File: src/rtl/uart_byte_rx.sv
// uart_byte_rx: oversampling UART receiver, 8N1 at four selectable baud rates.
// Define UART_RX_PARITY_EN to receive 8E1 frames with a checked even-parity bit.
module uart_byte_rx #(
  parameter int CLK_HZ = 50_000_000
) (
  input  logic       clk,
  input  logic       rst,
  input  logic       rx_in,
  input  logic [1:0] choose,
  output logic [7:0] rx_data,
  output logic       rx_stop,
  output logic       rx_en,
  output logic       frame_err
);
`ifdef UART_RX_PARITY_EN
  typedef enum logic [2:0] {IDLE, START, DATA, PARITY, STOP, WAIT_HI} state_t;
`else
  typedef enum logic [2:0] {IDLE, START, DATA, STOP, WAIT_HI} state_t;
`endif
  localparam logic [12:0] DIV0 = 13'(CLK_HZ / 9600);
  localparam logic [12:0] DIV1 = 13'(CLK_HZ / 19200);
  localparam logic [12:0] DIV2 = 13'(CLK_HZ / 38400);
  localparam logic [12:0] DIV3 = 13'(CLK_HZ / 115200);
  state_t      state, next;
  logic        s1, line, line_d, fall, tick, good, bad, par_bad;
  logic [12:0] cnt, div, lim;
  logic [2:0]  idx;
  logic [7:0]  shreg;
  logic [1:0]  choose_r;
  assign fall = line_d & ~line;
  assign div  = choose_r == 2'd0 ? DIV0 : choose_r == 2'd1 ? DIV1 : choose_r == 2'd2 ? DIV2 : DIV3;
  assign lim  = state == START ? (div >> 1) - 13'd1 : div - 13'd1;
  assign tick = cnt == lim;
  always_ff @(posedge clk or negedge rst)
    if (!rst) {s1, line, line_d} <= 3'b111;
    else      {s1, line, line_d} <= {rx_in, s1, line};
  always_ff @(posedge clk or negedge rst)
    if (!rst) state <= IDLE;
    else      state <= next;
  always_comb begin
    next = state;
    case (state)
      IDLE:    if (fall) next = START;
      START:   if (tick) next = line ? IDLE : DATA;
`ifdef UART_RX_PARITY_EN
      DATA:    if (tick && idx == 3'd7) next = PARITY;
      PARITY:  if (tick) next = STOP;
`else
      DATA:    if (tick && idx == 3'd7) next = STOP;
`endif
      STOP:    if (tick) next = line ? IDLE : WAIT_HI;
      WAIT_HI: if (line) next = IDLE;
      default: next = IDLE;
    endcase
  end
  always_comb begin
    good = state == STOP && tick && line && !par_bad;
    bad  = state == STOP && tick && (!line || par_bad);
  end
`ifdef UART_RX_PARITY_EN
  logic par_err;
  assign par_bad = par_err;
  assign rx_en   = state == DATA || state == PARITY || state == STOP;
  // Even parity: the received ninth bit must equal the XOR of the data bits.
  always_ff @(posedge clk or negedge rst)
    if (!rst) par_err <= 1'b0;
    else      par_err <= state == START ? 1'b0 : state == PARITY && tick ? line != ^shreg : par_err;
`else
  assign par_bad = 1'b0;
  assign rx_en   = state == DATA || state == STOP;
`endif
  always_ff @(posedge clk or negedge rst)
    if (!rst) begin
      cnt       <= '0;
      idx       <= '0;
      shreg     <= '0;
      choose_r  <= '0;
      rx_data   <= '0;
      rx_stop   <= 1'b0;
      frame_err <= 1'b0;
    end else begin
      cnt       <= state == IDLE || state == WAIT_HI || tick ? '0 : cnt + 13'd1;
      idx       <= state != DATA ? 3'd0 : tick ? idx + 3'd1 : idx;
      shreg     <= state == DATA && tick ? {line, shreg[7:1]} : shreg;
      choose_r  <= state == IDLE && fall ? choose : choose_r;
      rx_data   <= good ? shreg : rx_data;
      rx_stop   <= good;
      frame_err <= bad;
    end
endmodule

File: config.mk
export PLATFORM = sky130hd
export DESIGN_NAME = uart_byte_rx
export DESIGN_NICKNAME = d
export VERILOG_FILES = /design/src/rtl/uart_byte_rx.sv
export SDC_FILE = /design/constraint.sdc
export NUM_CORES = 1
export LEC_CHECK = 0
export CELL_PAD_IN_SITES_DETAIL_PLACEMENT = 0
export CELL_PAD_IN_SITES_GLOBAL_PLACEMENT = 2
export CORE_UTILIZATION = 40
export CTS_CLUSTER_DIAMETER = 200
export DETAILED_ROUTE_END_ITERATION = 7
export PLACE_DENSITY_LB_ADDON = 0.1
export SLEW_MARGIN = 20
export SYNTH_ARGS = -nofsm -noshare
export SYNTH_HDL_FRONTEND = slang
export SYNTH_SLANG_ARGS = --single-unit
export TNS_END_PERCENT = 30
File: constraint.sdc
create_clock -name clk -period 6.7 [get_ports clk]
set_input_delay 1.34 -clock clk [delete_from_list [all_inputs] [get_ports clk]]
set_output_delay 1.34 -clock clk [all_outputs]
set_load 0.01 [all_outputs]
### After elaboration in Yosys (flattened, before gate mapping)

Cells that the tools add are included.

* equality and inequality tests: 14
* add/subtract/negate cells: 4
* reduce and logical (&&, ||, !) cells: 14
* bitwise gates (word level): 2
* mux-type cells: 15

Operator list (number)
* $mux W13: 3
* $mux W3: 8
* $pmux W3 S5: 1
* $add A13 B1 Y13 const B: 1
* $eq A13 B13 Y1: 1
* $sub A12 B1 Y13 const B: 1
* $sub A13 B1 Y13 const B: 1
* $mux W12: 1
* $mux W11: 1
* $ne A2 B2 Y1 const B: 5
* $eq A3 B2 Y1 const B: 2
* $eq A3 B3 Y1 const B: 2
* $logic_and A1 B1 Y1: 6
* $reduce_and A5 Y1: 1
* $add A3 B1 Y3 const B: 1
* $eq A3 B1 Y1 const B: 1
* $logic_not A3 Y1: 1
* $logic_or A1 B1 Y1: 3
* $ne A3 B2 Y1 const B: 1
* $eq A2 B1 Y1 const B: 1
* $eq A2 B2 Y1 const B: 1
* $logic_not A2 Y1: 1
* $mux W2: 1
* $reduce_bool A2 Y1: 1
* other kinds (3): 3

* input port bits: 5
* register bits: 42
* output and inout port bits: 11

### Depth between registers and ports, before layout

* depth in word-level cells: 10
* gate-level depth with buffers: 12
* depth with buffers taken out: 9

### Least setup slack after synthesis

OpenSTA, ideal clock, no wires.

* path kind: register to register
* start: register choose_r[1]
* end: register rx_data[0]
* cell stages (with the launch flop): 12
* clock period less this slack: 3.111 ns
* library setup time: 0.125 ns
* setup slack: 3.589 ns
* arrival: 2.986 ns
* buffers on the path: 2
* cell sequence: dfrtp_1 -> inv_1 -> ha_1 -> clkbuf_1 -> inv_1 -> a2111oi_4 -> o21bai_1 -> a211o_1 -> or3_1 -> buf_6 -> nor3_4 -> mux2_2

* longest elaborated chain between the ends: 9

RTL lines
* start: declaration: RTL line 29 `logic [1:0] choose_r;`
* start signal: assignment: RTL line 85 `choose_r <= state == IDLE && fall ? choose : choose_r;`
* $eq A2 B2 Y1: RTL line 31 `assign div = choose_r == 2'd0 ? DIV0 : choose_r == 2'd1 ? DIV1 : choose_r == 2'd2 ? DIV2 : DIV3;`
* $mux W11: RTL line 31
* $mux W12: RTL line 31
* $mux W13 (*): RTL line 31
* $sub A13 B1 Y13 / $sub A12 B1 Y13 (equally long branches): RTL line 32 `assign lim = state == START ? (div >> 1) - 13'd1 : div - 13'd1;`
* $mux W13 (*): RTL line 32
* $eq A13 B13 Y1 (*): RTL line 33 `assign tick = cnt == lim;`
* $logic_and A1 B1 Y1 (*) (2 in series): RTL line 57 `good = state == STOP && tick && line && !par_bad;`
* end signal: assignment: RTL line 86 `rx_data <= good ? shreg : rx_data;`
* end: declaration: RTL line 10 `output logic [7:0] rx_data,`

Mark *: on every way between the ends. The rest lies on a longest branch, timed or not.
A chain may end at the register's enable or synchronous reset.

### Final worst setup path

* start: register choose_r[1]
* end: register cnt[8]

* longest elaborated chain between the ends: 9

RTL lines
* $eq A2 B2 Y1: RTL line 31
* $mux W11: RTL line 31
* $mux W12: RTL line 31
* $mux W13 (*): RTL line 31
* $sub A13 B1 Y13 / $sub A12 B1 Y13 (equally long branches): RTL line 32
* $mux W13 (*): RTL line 32
* $eq A13 B13 Y1 (*): RTL line 33
* $logic_or A1 B1 Y1 (*): RTL line 82 `cnt <= state == IDLE || state == WAIT_HI || tick ? '0 : cnt + 13'd1;`
* $mux W13 (*): RTL line 82
* end signal: assignment: RTL line 82
* end: declaration: RTL line 26 `logic [12:0] cnt, div, lim;`

Marks and branches as above.

==> Implementation_results.wiki <==
{| class="wikitable"
! Metric !! Value
|-
| Result of the run || finished, final reports clean
|-
| Number of antenna diodes || 0
|-
| Reg-to-Reg Start || choose_r[1]
|-
| Unrepaired setup endpoints after global routing || no
|-
| Cell-internal power || 495 uW
|-
| Max-Cap Viols || 0
|-
| R2r setup slk || 3.04 ns
|-
| Vias || 1633
|-
| Post-synthesis to final-layout area growth || 11.2%
|-
| Fraction of layout instances using a drive strength above 1 || 0.155
|-
| Post-route cell area || 2570 sq um
|-
| Arrival time worst endpoint || 3.81 ns
|-
| R2r worst-path depth || 9
|-
| Reg-to-reg critical path endpoint || cnt[8]
|-
| Maximum level of the CTS H-tree || 2
|-
| Most frequently used flop master after synthesis || sky130_fd_sc_hd__dfrtp_1
|-
| Post-route worst setup slack || 3.04 ns
|-
| RePlAce Congestion || 0.845
|-
| Number of distinct library cells after synthesis || 49
|-
| Critical Path Max Stage Delay || about 0.85 ns
|-
| Final worst path period share || 0.546
|-
| Number of enable flip-flop cells after synthesis || 0
|-
| Portion of synthesized cell area occupied by the leading cell type || 0.422
|-
| Clock Sink Count || 42
|-
| Clock-pin slew on the worst setup and hold paths || 0.09 ns
|-
| Power Density || 314 nW/um^2
|-
| First-pass GRT wire length || 7.86 mm
|-
| Leak Pwr || 1.17 nW
|-
| Layout Cells excl Fill || 305
|-
| Final worst path period need || between 3 and 4 ns
|-
| Clock network power share || 0.208
|-
| Flip-flop and latch count after synthesis || 42
|-
| Slew Viols, Final || 0
|-
| Hold Worst Slack || ~0.36 ns
|-
| Worst slew margin relative to its limit || 0.286
|-
| Maximum number of pins on one net before global-route repair || 43
|-
| Width of the die || approximately 78 um
|-
| Number of rows created at floorplan || 27
|-
| Vert. Die Dim || 78.1 um
|-
| Average wire per standard cell || 15.1 um
|-
| Sequential cell area fraction in the yosys report || 0.456
|-
| Vias in the first global route || 1632
|-
| Largest fanout on the critical path || 13
|-
| CTS Hold Bufs || 0
|-
| Post-layout total power || 809 uW
|-
| Worst setup path startpoint || choose_r[1]
|-
| Combinational fraction of design power || 0.383
|-
| Critical path class || flip-flop to flip-flop
|-
| Data required time of the worst path || roughly 7 ns
|-
| Net switching power || 315 uW
|-
| Worst min-delay path class || flip-flop to flip-flop
|-
| Top cell family by delay on the critical path || compound AO/OA/AOI/OAI gates
|-
| Post-CTS resize count || 0
|-
| Clock Skews || between 0.009 and 0.01 ns
|-
| Sequential Power Share || 0.409
|-
| Maximum clock frequency || 0.273 GHz
|-
| Worst voltage drop across the vdd grid || 164 uV
|-
| CP Buf/Inv Count || 1
|-
| Syn Nets || 235
|-
| Placed cells || 297
|-
| Insertion delay to the later sink of the worst-skew pair || 0.30 ns
|-
| Post-Synthesis Mean Instance Area || 10.4 sq um
|-
| Total negative slack for setup checks || 0 ns
|-
| Share of flip-flops with an asynchronous set or reset after synthesis || 1.00
|-
| Post-placement worst setup slack || 3.06 ns
|-
| Total congestion overflow || 0
|-
| Vias per cell || 5.35
|-
| Number of clock buffers inserted by TritonCTS || 5
|-
| Post-route core utilization || 0.465
|-
| Antenna violations before repair || 0
|-
| Hold Fails Final Rpt || 0
|-
| Stages on worst setup path || 9
|-
| Number of I/O pins || 16
|-
| Area of placed instances || 2480 sq um
|-
| ANT nets after route || 0
|-
| Synthesis warning total || 0
|-
| Detailed Route Iter0 Violations || just under 100
|-
| Overall die area || 6090 sq um
|-
| End point of the critical path || cnt[8]
|-
| Core Footprint || around 5500 sq um
|-
| Synth area leader || sky130_fd_sc_hd__dfrtp_1
|-
| Most area-consuming cells after synthesis || sky130_fd_sc_hd__dfrtp_1, sky130_fd_sc_hd__mux2_2, sky130_fd_sc_hd__ha_1
|-
| Critical-path cell with the highest stage delay || sky130_fd_sc_hd__o22ai_1
|-
| Worst path cell trace || inv_1 > ha_1 > nor2_1 > a2111oi_0 > o21bai_1 > a211o_1 > or3_1 > o22ai_1 > nor2_1
|-
| Starting density of the core || 0.418
|-
| TritonRoute pass-1 iters || 4
|-
| Remaining design rule violation count || 0
|-
| Nets || roughly 250
|-
| Startpoint type of the worst setup path || flip-flop
|-
| Switching power share of the total || 0.389
|-
| Mapped cell area || 2310 sq um
|-
| CTS tree || yes
|-
| Synthesized instance count || 222
|-
| Count of final setup violators || 0
|-
| Clock root cell || sky130_fd_sc_hd__clkbuf_8
|-
| Crit. End Element || flip-flop
|-
| Number of buffers on the longest clock path || 2
|-
| Total Wirelength || 4.61 mm
|-
| Transition time of the tightest slew-check pin || roughly 1.1 ns
|-
| Overall routing resource usage || 0.167
|-
| Post-detail-place hpwl || 3.31 mm
|-
| Worst path most repeated cell || sky130_fd_sc_hd__nor2_1
|-
| IO Port Bufs || 15
|-
| Number of buffers inserted to repair setup after CTS || 0
|}
-- layer usage --
layer  GRT usage  routed length, um  share of wire
met1       0.228               2240           0.49
met2       0.260               2110           0.46
met3      0.0453                205          0.045
met4      0.0500                 52          0.011
met5           0                  0              0
-- power groups by stage --
stage	clock [mW]	sequential [mW]	combinational, mW
6_report	0.168	0.331	0.310
2_1_floorplan	0	0.314	0.259
5_1_grt	0.184	0.338	0.345
3_3_place_gp	0	0.334	0.309
3_5_place_dp	0	0.335	0.309
4_1_cts	0.175	0.330	0.310
-- registers in the layout (all words and copies together), names as in the netlist --
signal,flops
line_d,1
frame_err,1
shreg,8
choose_r,2
cnt,13
line,1
state,3
rx_stop,1
rx_data,8
s1,1
idx,3
-- kinds of logic (layout without fill, tap and decap cells) --
family	count (synthesis)	in the layout	synth area share
muxes	19	19	0.0914
DFF	42	42	0.456
xor gates and xnor gates	19	19	0.0719
and+or+nand+nor	74	74	0.174
buffers and inverters	23	34	0.0471
AOI/OAI and AO/OA	37	37	0.116
adders and majority gates	8	8	0.0433
-- worst reg2reg max path, delay by kind of cell, from the launching register on --
kind,cells,cell delay (ns)
fa+ha+maj,1,0.42
compound gates,4,1.71
simple gates,3,0.82
buf+inv,1,0.15
flops,1,0.42
-- synthesized netlist by cell type (all sizes together), types with 2 or more instances --
cell type,n
nand3,12
dfrtp,39
and3,10
a21boi,3
o21ai,6
nand2b,2
ha,8
inv,11
xnor2,11
a2111oi,2
a31oi,3
nand2,7
buf,6
o21bai,2
xor2,8
mux2,17
or3,5
mux2i,2
nor3,4
a211oi,2
nor3b,2
dfstp,3
nor2b,4
clkbuf,6
a21oi,9
nor2,21
-- final cells by class --
type	instances	area [sq um]
Sequential cell	42	1050
Timing Repair Buffer	15	145
Tap cell	72	90.1
Multi-Input combinational cell	157	1150
Clock buffer	5	68.8
Clock inverter	3	23.8
Inverter	11	41.3
Fill cell	546	2970
-- layout by cell type, fill, tap and decap left out, types with 6 or more instances in the layout --
master,instances
sky130_fd_sc_hd__nor2_1,21
sky130_fd_sc_hd__dfrtp_1,39
sky130_fd_sc_hd__xor2_1,8
sky130_fd_sc_hd__a21oi_1,9
sky130_fd_sc_hd__mux2_2,17
sky130_fd_sc_hd__clkdlybuf4s50_1,14
sky130_fd_sc_hd__inv_1,11
sky130_fd_sc_hd__nand2_1,7
sky130_fd_sc_hd__ha_1,8
sky130_fd_sc_hd__xnor2_1,11
sky130_fd_sc_hd__nand3_1,12
sky130_fd_sc_hd__o21ai_0,6
sky130_fd_sc_hd__and3_1,10
-- how the worst min path moves through the flow --
stage,from,endpoint,cells after the start
after global placement,s1,line,0
final,s1,line,0
after detailed placement,s1,line,0
after CTS,s1,line,0
after global routing,s1,line,0
after floorplan,s1,line,0
Power figures use the tool's default switching activity.
